### src/rtl/fifo_rd_drain_pkg.sv
// Shared types for the FIFO read-side drain master.
//   DR_DATA_WIDTH  default FIFO word width
//   drain_state_e  drain FSM states (IDLE / RUN / STOP)
//   drain_word_t   one stream word: data plus end-of-burst tag
package fifo_rd_drain_pkg;

  localparam int DR_DATA_WIDTH = 8;

  typedef enum logic [1:0] {
    DR_IDLE = 2'd0,
    DR_RUN  = 2'd1,
    DR_STOP = 2'd2
  } drain_state_e;

  typedef struct packed {
    logic                     last;
    logic [DR_DATA_WIDTH-1:0] data;
  } drain_word_t;

endpackage

### src/rtl/fifo_rd_drain_skid2.sv
// Two-entry skid buffer holding {last, data} words between the FIFO read
// port and the output stream.
//   clk, rst     clock, asynchronous active-high reset
//   push_i       write push_data_i this cycle (caller guarantees room)
//   push_data_i  word to store
//   pop_i        head word consumed this cycle (only when occ_o != 0)
//   occ_o        number of stored words, 0..2
//   head_o       oldest stored word
module fifo_rd_drain_skid2 #(
  parameter int W = 9
) (
  input  logic         clk,
  input  logic         rst,
  input  logic         push_i,
  input  logic [W-1:0] push_data_i,
  input  logic         pop_i,
  output logic [1:0]   occ_o,
  output logic [W-1:0] head_o
);

  logic [W-1:0] ent0_q;   // head
  logic [W-1:0] ent1_q;   // second entry, valid only when occ_q == 2
  logic [1:0]   occ_q;

  always_ff @(posedge clk or posedge rst) begin
    if (rst) begin
      ent0_q <= '0;
      ent1_q <= '0;
      occ_q  <= 2'd0;
    end else begin
      case ({push_i, pop_i})
        2'b10: begin
          if (occ_q == 2'd0) ent0_q <= push_data_i;
          else               ent1_q <= push_data_i;
          occ_q <= occ_q + 2'd1;
        end
        2'b01: begin
          ent0_q <= ent1_q;
          occ_q  <= occ_q - 2'd1;
        end
        2'b11: begin
          // Occupancy unchanged; the new word goes behind whatever remains.
          if (occ_q == 2'd2) begin
            ent0_q <= ent1_q;
            ent1_q <= push_data_i;
          end else begin
            ent0_q <= push_data_i;
          end
        end
        default: ;
      endcase
    end
  end

  assign occ_o  = occ_q;
  assign head_o = ent0_q;

endmodule

### src/rtl/fifo_rd_drain.sv
// FIFO read-side drain master: pops the FIFO whenever it is non-empty and
// there is guaranteed room downstream, re-times the words onto a valid/ready
// stream through a 2-entry skid buffer and tags every BURST_LEN-th popped
// word with out_last.
//   clk, rst      clock, asynchronous active-high reset
//   enable        1 = drain; 0 = deliver in-flight/buffered words, then stop
//   fifo_empty    FIFO empty flag
//   fifo_rd_en    pop strobe (combinational)
//   fifo_rd_data  FIFO data, valid the cycle after fifo_rd_en
//   out_valid/out_ready/out_data/out_last   output stream
//   busy          FSM not idle, or words in flight / buffered
//   words_sent    accepted stream words, wraps
//   dbg_state     current drain_state_e encoding
//
// Stream handshake: a word transfers on a rising edge where out_valid and
// out_ready are both 1; while out_valid is 1 and out_ready is 0, out_data and
// out_last hold their value and out_valid stays 1.
module fifo_rd_drain
  import fifo_rd_drain_pkg::*;
#(
  parameter int DATA_WIDTH = DR_DATA_WIDTH,
  parameter int BURST_LEN  = 4,
  parameter int CNT_WIDTH  = 16
) (
  input  logic                  clk,
  input  logic                  rst,
  input  logic                  enable,
  input  logic                  fifo_empty,
  output logic                  fifo_rd_en,
  input  logic [DATA_WIDTH-1:0] fifo_rd_data,
  output logic                  out_valid,
  input  logic                  out_ready,
  output logic [DATA_WIDTH-1:0] out_data,
  output logic                  out_last,
  output logic                  busy,
  output logic [CNT_WIDTH-1:0]  words_sent,
  output logic [1:0]            dbg_state
);

  localparam int BCW = (BURST_LEN > 1) ? $clog2(BURST_LEN) : 1;

  drain_state_e         state_q;
  logic                 inflight_q;       // popped last cycle, data arriving now
  logic                 inflight_last_q;  // burst tag of the in-flight word
  logic [BCW-1:0]       burst_cnt_q;
  logic [CNT_WIDTH-1:0] words_sent_q;

  logic [1:0]            skid_occ;
  logic [DATA_WIDTH:0]   skid_head;
  logic                  xfer;
  logic                  last_at_pop;
  logic [2:0]            committed;

  assign out_valid   = (skid_occ != 2'd0);
  assign xfer        = out_valid && out_ready;
  assign last_at_pop = (burst_cnt_q == BCW'(BURST_LEN - 1));

  // Words already owed to the skid (buffered + in flight), less the one
  // leaving this cycle. A new pop lands two edges from now, so it is safe
  // only while this stays below the skid depth. Crediting the departing word
  // is what sustains one word per cycle.
  assign committed  = {1'b0, skid_occ} + {2'b00, inflight_q};
  assign fifo_rd_en = (state_q == DR_RUN) && enable && !fifo_empty &&
                      (committed < (3'd2 + {2'b00, xfer}));

  always_ff @(posedge clk or posedge rst) begin
    if (rst) begin
      state_q         <= DR_IDLE;
      inflight_q      <= 1'b0;
      inflight_last_q <= 1'b0;
      burst_cnt_q     <= '0;
      words_sent_q    <= '0;
    end else begin
      inflight_q <= fifo_rd_en;
      if (fifo_rd_en) begin
        inflight_last_q <= last_at_pop;
        burst_cnt_q     <= last_at_pop ? '0 : burst_cnt_q + BCW'(1);
      end
      if (xfer) words_sent_q <= words_sent_q + CNT_WIDTH'(1);

      case (state_q)
        DR_IDLE: if (enable) state_q <= DR_RUN;
        DR_RUN:  if (!enable) state_q <= DR_STOP;
        DR_STOP: begin
          if (enable)                                 state_q <= DR_RUN;
          else if (!inflight_q && skid_occ == 2'd0)   state_q <= DR_IDLE;
        end
        default: state_q <= DR_IDLE;
      endcase
    end
  end

  fifo_rd_drain_skid2 #(
    .W (DATA_WIDTH + 1)
  ) u_skid (
    .clk         (clk),
    .rst         (rst),
    .push_i      (inflight_q),
    .push_data_i ({inflight_last_q, fifo_rd_data}),
    .pop_i       (xfer),
    .occ_o       (skid_occ),
    .head_o      (skid_head)
  );

  assign out_data   = skid_head[DATA_WIDTH-1:0];
  assign out_last   = out_valid && skid_head[DATA_WIDTH];
  assign busy       = (state_q != DR_IDLE) || inflight_q || (skid_occ != 2'd0);
  assign words_sent = words_sent_q;
  assign dbg_state  = state_q;

endmodule

### config.mk
export PLATFORM = sky130hd
export DESIGN_NAME = fifo_rd_drain
export DESIGN_NICKNAME = d
export VERILOG_FILES = /design/src/rtl/fifo_rd_drain_pkg.sv /design/src/rtl/fifo_rd_drain_skid2.sv /design/src/rtl/fifo_rd_drain.sv
export SDC_FILE = /design/constraint.sdc
export NUM_CORES = 1
export LEC_CHECK = 0
export CORE_ASPECT_RATIO = 1.5
export CORE_MARGIN = 4
export CORE_UTILIZATION = 50
export DETAILED_ROUTE_END_ITERATION = 16
export PLACE_DENSITY = 0.79
export SYNTH_ARGS = -nofsm -noshare
export SYNTH_HDL_FRONTEND = slang
export SYNTH_SLANG_ARGS = --single-unit
### constraint.sdc
create_clock -name clk -period 2.5 [get_ports clk]
set_input_delay 0.5 -clock clk [delete_from_list [all_inputs] [get_ports clk]]
set_output_delay 0.5 -clock clk [all_outputs]
set_load 0.01 [all_outputs]
==> run_results.csv, run 1 <==
group,metric,value,unit
sta,slew_headroom,65.26,%
synthesis,yosysSeqAreaShare,53.33,%
synthesis,syn-mean-instance-area,11.66,µm²
clocking,cts-buffers-inserted,5,
clocking,hold_buffers,0,
run_status,outcome,"finished clean",
placement,place_congestion,0.7927,
power_and_ir_drop,p_leak,1.161,nW
detailed_routing,drc,0,
clocking,clock_sinks,42,
die,placeableCoreArea,0.003750,mm²
worst_hold_path,hold_class,"reg -> reg",
sta,worst_pin_slew,0.5211,ns
critical_path,cp_slowest_stage_delay,0.46,ns
clocking,cts_max_level,2,
job,drv_cap,0,
sta,worst_slack,0.2520,ns
layout,stdcell_area,0.002520,mm²
sta,fin_tns_setup,0,ns
clocking,tritoncts,"yes",
placement,hpwl,3.028,mm
die,fp.dieH,84.89,µm
synthesis,ys_warn_count,0,
critical_path,cp-start-kind,"register",
die,start_util,52.55,%
clocking,clock_path_buffers,2,
detailed_routing,first_pass_iters,4,
power_and_ir_drop,powerDensity,989.1,mW/mm²
critical_path,r2r_slack,0.85,ns
sta,setup_viol,0,
detailed_routing,viasPerCell,5.459,
sta,period_share,89.92,%
critical_path,path_class,"reg -> out",
grt,first_global_vias,1525,
layout,final_util,67.20,%
synthesis,ys_types,33,
detailed_routing,vias,1414,
critical_path,worst_path_most_repeated_cell,"ha_1",
sta,fin_crit,2.248,ns
sta,skew,0.008972,ns
sta,finalMaxSlewViolations,0,
layout,area_growth,27.87,%
die,die_w,59.26,µm
grt,grt_usage,17.74,%
detailed_routing,antenna_left,0,
placement,placement.cell_area,0.002401,mm²
sta,whs,0.4751,ns
grt,antenna_found_initial,0,
detailed_routing,drtIter0Drc,46,
critical_path,path_cells,"ha_1 -> ha_1 -> nor3_1 -> nand3_1 -> inv_1 -> dlygate4sd2_1",
sta,rsz0062_at_grt,"false",
detailed_routing,wl_per_cell,15.53,µm
layout,diodes,0,
critical_path,path_max_fanout,5,
placement,pre_cts_ws,0.02405,ns
critical_path,crit_required,2.00,ns
grt,overflow,0,
power_and_ir_drop,power.ir.vdd_worst,0.0007252,V
critical_path,worst_path_max_delay_cell,"dfrtp_2",
clocking,path_clk_slew,0.08,ns
placement,io_buffers,42,
grt,grt_start_max_net_pins,43,
die,die_area,0.005031,mm²
critical_path,worst-endpoint-arrival,1.75,ns
grt,grt_pass1_wl,6.941,mm
synthesis,syn_nets,186,
die,std_cell_rows,27,
layout,drive_above_1_share,17.13,%
sta,hold_viol,0,
critical_path,end_kind,"output pin",
die,io_pins,43,
synthesis,syn_area,0.001971,mm²
detailed_routing,totalWireLength,4.021,mm
sta,max_freq,444.8,MHz
synthesis,synth-seq-cells,42,
clocking,clk_latency,0.30,ns
clocking,cts_root_buf,"clkbuf_8",
synthesis,postSynthCellCount,169,
layout,layout.nets,232,
[worst paths after layout]
path / endpoint / from / depth (start not counted)
worst max register to register: burst_cnt_q[1]$_DFFE_PP0P_ / u_skid.occ_o[0]$_DFFE_PP0P_ / 6
worst min-delay path: words_sent[15]$_DFFE_PP0P_ / words_sent[15]$_DFFE_PP0P_ / 1
max in group asynchronous: u_skid.occ_o[1]$_DFFE_PP0P_ / rst / 3
worst min register to register: words_sent[15]$_DFFE_PP0P_ / words_sent[15]$_DFFE_PP0P_ / 1
worst max-delay path: fifo_rd_en / u_skid.occ_o[0]$_DFFE_PP0P_ / 6
min in group asynchronous: u_skid.head_o[6]$_DFFE_PP0P_ / rst / 3
[registers in the layout, indices dropped and copies added, names as in the netlist]
signal           flops
burst_cnt_q          2
dbg_state            2
inflight_last_q      1
inflight_q           1
u_skid.ent1_q        9
u_skid.head_o        9
u_skid.occ_o         2
words_sent          16
[layout by cell type (no fill, tap or decap), drive strengths merged]
master         netlist  final
xnor2               13     13
clkbuf               0      5
nand4                5      5
clkdlybuf4s50        0     40
buf                 12      9
nand2               21     21
and2b                1      1
a21oi               14     14
and4                 1      1
mux2                12     12
nand3                4      4
o211ai               1      1
o21ai                3      3
or4                  1      1
dlymetal6s2s         0      1
a21boi               1      1
nor3                 3      3
dlygate4sd2          0      1
nor2                 3      3
dfrtp               42     42
o21a                 1      1
clkinvlp             0      2
and2                 2      2
ha                   4      4
inv                  4      5
or2b                 2      2
and3                 6      6
xor2                 4      4
a2bb2oi              9      9
[stage by stage]
step                cells  total power [mW]
CTS                   257             2.526
floorplan             169             1.712
finish                259             2.492
global route          259             2.670
global placement      248             2.004
detailed placement    248             2.064
[power by group]
group,switching (mW),internal [mW]
logic,0.424,0.549
clock network,0.240,0.199
registers,0.176,0.903
total,0.840,1.65
[synth_stat cells, drive strengths merged]
| master | count | share of area, % |
|---|---|---|
| ha | 4 | 2.5 |
| nand2 | 21 | 4.0 |
| o21a | 1 | 0.38 |
| and3 | 6 | 1.9 |
| and4 | 1 | 0.44 |
| and2b | 1 | 0.38 |
| xor2 | 4 | 1.8 |
| o211ai | 1 | 0.38 |
| nor2 | 3 | 0.95 |
| or4 | 1 | 0.38 |
| o21ai | 3 | 1.3 |
| mux2 | 12 | 6.9 |
| a21boi | 1 | 0.38 |
| buf | 12 | 4.5 |
| xnor2 | 13 | 5.8 |
| a2bb2oi | 9 | 4.0 |
| inv | 4 | 0.76 |
| nand4 | 5 | 1.6 |
| nor3 | 3 | 1.3 |
| dfrtp | 42 | 53 |
| nand3 | 4 | 1.3 |
| or2b | 2 | 0.76 |
| and2 | 2 | 0.63 |
| a21oi | 14 | 4.3 |
[repair_timing]
action                                  4_1_cts  5_1_grt
resized for setup                             3        1
endpoints found under the setup margin        2        1
buffers inserted                              1        2
[kinds of logic after synthesis]
group | after synthesis | synth area share (%)
AO/OA/AOI/OAI | 29 | 10.79
XOR/XNOR | 17 | 7.555
adder cells (fa/ha/maj) | 4 | 2.540
buffers and inverters | 16 | 5.269
flip-flops | 42 | 53.33
multiplexers | 12 | 6.857
AND/OR/NAND/NOR | 49 | 13.65
[metal layers]
layer  routed length (µm)  GRT usage (%)
met1                 1481          20.51
met2                 2313          31.64
met3                  191          4.566
met4                   34          4.330
met5                    0              0
[worst max-delay path: cells and delay by family (launching register included)]
kind / cells / cell delay (ns)
buf+inv: 2 / 0.35
simple gates: 2 / 0.29
flops: 1 / 0.46
fa+ha+maj: 2 / 0.36
[area by class of cell]
cell class,instances,area (µm²)
fill,299,1230
sequential,42,1054
multi-input combinational,111,815.8
timing repair buffer,51,489.2
clock buffer,5,68.82
tap,43,53.80
clock inverter,3,23.77
inverter,4,15.01
No activity file was read; power rests on OpenSTA's default activity.
==> run 2, diff against run 1 <==
--- a/config.mk
+++ b/config.mk
@@ -7,9 +7,11 @@
 export LEC_CHECK = 0
 export CORE_ASPECT_RATIO = 1.5
 export CORE_MARGIN = 4
-export CORE_UTILIZATION = 50
+export CORE_UTILIZATION = 48
 export DETAILED_ROUTE_END_ITERATION = 16
-export PLACE_DENSITY = 0.79
+export PLACE_DENSITY = 0.76
+export REMOVE_ABC_BUFFERS = 1
+export SLEW_MARGIN = 30
 export SYNTH_ARGS = -nofsm -noshare
 export SYNTH_HDL_FRONTEND = slang
 export SYNTH_SLANG_ARGS = --single-unit
==> run 2 against run 1 <==
Setup slack got worse by 0.16 ns. Global-route usage up 0.43 points. Combinational power grew 0.8%. Sequential share of layout area grew 0.083 points. Wire length is 1.6% higher. Die area up 3.7%.
==> run_results.csv, run 2 (synthesized netlist as in run 1, its figures left out) <==
group,metric,value,unit
critical_path,cp-start-kind,"register",
layout,largest_reg_flops,16,
clocking,hold_buffers,0,
layout,most-common-layout-cells,"41 x clkdlybuf4s50_1, 40 x dfrtp_1, 21 x nand2_1, 13 x xnor2_1",
detailed_routing,first_pass_iters,4,
power_and_ir_drop,power.ir.vdd_worst,0.0007486,V
detailed_routing,wl_per_cell,15.71,µm
critical_path,rr_worst_depth,7,
critical_path,worst_path_max_delay_cell,"clkdlybuf4s50_1",
power_and_ir_drop,switching_share,33.24,%
power_and_ir_drop,switching_power,834.6,µW
sta,slew_headroom,65.45,%
critical_path,r2r_slack,0.80,ns
layout,stdcell_area,0.002515,mm²
die,die_area,0.005216,mm²
power_and_ir_drop,power_frac_seq,42.8,%
critical_path,end_kind,"output pin",
clocking,path_clk_slew,0.08,ns
grt,antenna_found_initial,0,
layout,area_growth,27.62,%
placement,dp_cells,250,
sta,hold_viol,0,
grt,overflow,0,
grt,grt_start_max_net_pins,43,
die,start_util,49.78,%
layout,fillers,341,
die,placeableCoreArea,0.003959,mm²
worst_hold_path,hold-path-cell-count,1,
sta,finalMaxSlewViolations,0,
clocking,cts_max_level,2,
detailed_routing,vias,1399,
layout,diodes,0,
die,die_w,60.32,µm
sta,fin_tns_setup,0,ns
power_and_ir_drop,combPwrFrac,39.1,%
placement,hpwl,3.149,mm
sta,fin_crit,2.408,ns
detailed_routing,antenna_left,0,
grt,grt_pass1_wl,7.072,mm
layout,layout.nets,231,
layout,final_common_cell,"clkdlybuf4s50_1",
placement,place_congestion,0.8223,
power_and_ir_drop,clock_power_share,18.1,%
layout,drive_above_1_share,16.74,%
placement,placement.cell_area,0.002404,mm²
sta,worst_pin_slew,0.5182,ns
sta,period_share,96.31,%
critical_path,cp_slowest_stage_delay,0.50,ns
critical_path,path_max_fanout,5,
layout,multi_input_area,815.8,µm²
run_status,outcome,"finished clean",
power_and_ir_drop,p_leak,1.159,nW
grt,grt_usage,18.18,%
clocking,clk_latency,0.29,ns
detailed_routing,totalWireLength,4.084,mm
worst_hold_path,hold_class,"reg -> reg",
die,std_cell_rows,28,
sta,rsz0062_at_grt,"false",
power_and_ir_drop,powerDensity,998.4,mW/mm²
placement,io_buffers,42,
grt,first_global_vias,1519,
critical_path,path_cells,"nor2_4 -> inv_1 -> or4_1 -> clkdlybuf4s50_1",
sta,setup_viol,0,
sta,whs,0.4746,ns
sta,skew,0.004110,ns
layout,regArea,0.001054,mm²
detailed_routing,viasPerCell,5.381,
detailed_routing,drtIter0Drc,37,
critical_path,worst-endpoint-arrival,1.91,ns
sta,max_freq,415.3,MHz
power_and_ir_drop,p_int,1.676,mW
clocking,cts_root_buf,"clkbuf_8",
critical_path,crit_required,2.00,ns
clocking,cts-buffers-inserted,5,
power_and_ir_drop,finalPower,2.511,mW
clocking,clock_sinks,42,
job,drv_cap,0,
clocking,tritoncts,"yes",
critical_path,path_class,"reg -> out",
layout,instances_no_fill,260,
die,io_pins,43,
clocking,clock_path_buffers,2,
die,fp.dieH,86.48,µm
detailed_routing,drc,0,
run 2: cell types whose count changed in the layout (fill, tap and decap cells not counted), sizes merged:
cell,change
clkinv,+1
inv,-1
dlymetal6s2s,-1
buf,-1
clkdlybuf4s50,+1
clkinvlp,-1
clkbuf,+1
run 2: timing repair:
item                                    CTS  global route
pin swaps                                 0             0
hold endpoints to repair                  0             0
resized for setup                         3             0
endpoints found under the setup margin    2             1
setup buffers                             1             1
run 2: routing by layer:
metal  wire length [µm]  vias to the layer above  track usage (%)
li1                   -                      667                -
met1               1594                      689            20.35
met2               2233                       36            31.89
met3                192                        7            4.620
met4                 64                        0            7.258
met5                  0                        -                0
run 2: critical path: cells and delay by family (launching register included):
kind                   cells  cell delay [ns]
buffers and inverters      2             0.61
DFF                        1             0.44
and+or+nand+nor            2             0.56
run 2: path summary, 6_finish.rpt:
path,start,endpoint
worst max-delay path,u_skid.occ_o[0]$_DFFE_PP0P_,busy
worst min-delay path,words_sent[15]$_DFFE_PP0P_,words_sent[15]$_DFFE_PP0P_
worst max register to register,u_skid.occ_o[0]$_DFFE_PP0P_,words_sent[11]$_DFFE_PP0P_
worst min register to register,words_sent[15]$_DFFE_PP0P_,words_sent[15]$_DFFE_PP0P_
max in group asynchronous,rst,u_skid.occ_o[1]$_DFFE_PP0P_
min in group asynchronous,rst,dbg_state[0]$_DFFE_PP0P_
run 2: per-stage QoR:
stage	worst slack, ns	util [%]
finish	0.09228	63.53
global route	0.001149	63.53
CTS	0.01825	63.34
detailed placement	0.01776	60.71
global placement	0.02031	60.71
floorplan	0.6444	-
run 2: layout make-up:
| cell class | instances | area share [%] |
|---|---|---|
| clock inverter | 2 | 0.4975 |
| clock buffer | 6 | 3.284 |
| tap | 45 | 2.239 |
| sequential | 42 | 41.89 |
| timing repair buffer | 50 | 19.05 |
| multi-input combinational | 111 | 32.44 |
| inverter | 4 | 0.5970 |
run 2: power groups by stage:
stage / sequential (mW) / combinational [mW] / clock, mW
detailed placement: 1.10 / 0.974 / 0
global placement: 1.07 / 0.927 / 0
global route: 1.11 / 1.08 / 0.498
CTS: 1.08 / 0.998 / 0.467
floorplan: 1.12 / 0.475 / 0
finish: 1.08 / 0.982 / 0.454
==> run 3, diff against run 2 <==
--- a/config.mk
+++ b/config.mk
@@ -8,7 +8,9 @@
 export CORE_ASPECT_RATIO = 1.5
 export CORE_MARGIN = 4
 export CORE_UTILIZATION = 48
+export CTS_BUF_LIST = sky130_fd_sc_hd__clkbuf_4 sky130_fd_sc_hd__clkbuf_8
 export DETAILED_ROUTE_END_ITERATION = 16
+export MAX_ROUTING_LAYER = met4
 export PLACE_DENSITY = 0.76
 export REMOVE_ABC_BUFFERS = 1
 export SLEW_MARGIN = 30
==> run 3 against run 2 <==
Sequential power about the same. Count of clock-buffer cells in the layout unchanged. Hold slack about the same. Fmax about the same. Total power about the same. Sequential cell count unchanged. Cell count unchanged. Setup slack improved by 0.0015 ns. Clock power about the same. Via count increased by 0.21%. Wire length increased by 0.44%. Largest power group unchanged.
==> run_results.csv, run 3 (synthesized netlist as in run 1, its figures left out) <==
group,metric,value,unit
run_status,outcome,"finished clean",
worst_hold_path,hold_class,"reg -> reg",
sta,fin_crit,2.406,ns
critical_path,timing.critical_path.max_delay_family,"buffers and inverters",
sta,worst_pin_slew,0.5157,ns
sta,slew_headroom,65.62,%
critical_path,r2r_start,"u_skid.occ_o[0]$_DFFE_PP0P_",
layout,drive_above_1_share,16.74,%
sta,skew,0.003120,ns
critical_path,path_class,"reg -> out",
job,drv_cap,0,
critical_path,cp_slowest_stage_delay,0.50,ns
critical_path,end_kind,"output pin",
die,die_w,60.32,µm
layout,diodes,0,
clocking,cts-buffers-inserted,5,
sta,max_freq,415.6,MHz
layout,area_growth,27.62,%
clocking,clk_latency,0.29,ns
die,start_util,49.78,%
critical_path,path_max_fanout,5,
clocking,cts_root_buf,"clkbuf_8",
detailed_routing,viasPerCell,5.392,
clocking,tritoncts,"yes",
sta,finalMaxSlewViolations,0,
clocking,clock_path_buffers,2,
layout,layout.nets,231,
sta,fin_tns_setup,0,ns
clocking,cts_max_level,2,
critical_path,r2r_slack,0.80,ns
sta,period_share,96.25,%
power_and_ir_drop,power.ir.vdd_worst,0.0007474,V
power_and_ir_drop,powerDensity,998.2,mW/mm²
layout,final_common_cell,"clkdlybuf4s50_1",
worst_hold_path,hold_start,"words_sent[15]$_DFFE_PP0P_",
worst_hold_path,holdPathEnd,"words_sent[15]$_DFFE_PP0P_",
grt,overflow,0,
critical_path,rr_worst_depth,6,
sta,rsz0062_at_grt,"false",
critical_path,worst_path_max_delay_cell,"clkdlybuf4s50_1",
worst_hold_path,hold-path-cell-count,1,
die,fp.dieH,86.48,µm
detailed_routing,antenna_left,0,
sta,whs,0.4746,ns
grt,grt_pass1_wl,7.058,mm
critical_path,worst-endpoint-arrival,1.91,ns
detailed_routing,drtIter0Drc,36,
grt,grt_start_max_net_pins,43,
die,placeableCoreArea,0.003959,mm²
clocking,clock_sinks,42,
placement,hpwl,3.149,mm
critical_path,path_cells,"nor2_4 -> inv_1 -> or4_1 -> clkdlybuf4s50_1",
critical_path,cp-start-kind,"register",
critical_path,cp-startpoint,"u_skid.occ_o[0]$_DFFE_PP0P_",
die,std_cell_rows,28,
die,io_pins,43,
detailed_routing,vias,1402,
grt,grt_usage,18.72,%
placement,io_buffers,42,
die,die_area,0.005216,mm²
clocking,path_clk_slew,0.08,ns
detailed_routing,drc,0,
critical_path,r2r-end,"u_skid.head_o[7]$_DFFE_PP0P_",
critical_path,worstPathBufferInverterCount,2,
layout,most-common-layout-cells,"41 x clkdlybuf4s50_1, 40 x dfrtp_1, 21 x nand2_1, 13 x xnor2_1",
grt,first_global_vias,1521,
detailed_routing,wl_per_cell,15.78,µm
sta,setup_viol,0,
grt,antenna_found_initial,0,
detailed_routing,first_pass_iters,4,
sta,hold_viol,0,
layout,largest_reg_flops,16,
power_and_ir_drop,p_leak,1.159,nW
placement,place_congestion,0.8347,
detailed_routing,totalWireLength,4.102,mm
critical_path,crit_required,2.00,ns
## run 3: cell counts in the layout (fill, tap and decap cells not counted)
Identical to the previous run, type by type.
## run 3: cell type report
| class | instances | area [µm²] |
|---|---|---|
| Tap cell | 45 | 56.30 |
| Timing Repair Buffer | 50 | 479.2 |
| Fill cell | 341 | 1444 |
| Multi-Input combinational cell | 111 | 815.8 |
| Sequential cell | 42 | 1054 |
| Clock inverter | 2 | 12.51 |
| Inverter | 4 | 15.01 |
| Clock buffer | 6 | 82.58 |
## run 3: repair_timing
action                                 CTS  global route
hold buffers                             0             0
gates resized for setup                  3             0
endpoints found under the hold margin    0             0
setup endpoints to repair                2             1
pin swaps                                0             0
buffers inserted                         1             1
## run 3: worst reg2reg max path, delay by kind of cell (launching register included)
| kind | cells | cell delay, ns |
|---|---|---|
| flip-flops | 1 | 0.44 |
| AO/OA/AOI/OAI | 2 | 0.48 |
| buffers and inverters | 2 | 0.31 |
| AND/OR/NAND/NOR | 2 | 0.40 |
## run 3: worst max-delay path by stage
stage                            end  slack, ns  cells past startpoint
after floorplan           fifo_rd_en       0.64                      5
after global placement    fifo_rd_en       0.02                      6
after detailed placement  fifo_rd_en       0.02                      6
after CTS                       busy       0.02                      4
after global routing            busy      0.001                      4
final                           busy       0.09                      4
## run 3: power by group
part	internal [mW]	total (mW)	switching [mW]
Clock	0.222	0.452	0.230
Sequential	0.904	1.08	0.172
Combinational	0.551	0.984	0.433
Total	1.68	2.51	0.834
## run 3: routing by layer
metal	wire length [µm]	global-route usage, %
met4	64	7.258
met1	1604	20.25
met3	187	4.620
met2	2246	32.09
met5	0	-
## run 3: per-stage QoR
stage	power [mW]	instances	utilization [%]	setup WS (ns)	instance area (µm²)
after global routing	2.693	260	63.53	0.001149	2515
after detailed placement	2.072	250	60.71	0.01776	2404
final	2.510	260	63.53	0.09377	2515
after global placement	2.000	250	60.71	0.02031	2404
after CTS	2.546	259	63.34	0.01825	2507
after floorplan	1.596	157	-	0.6444	1882
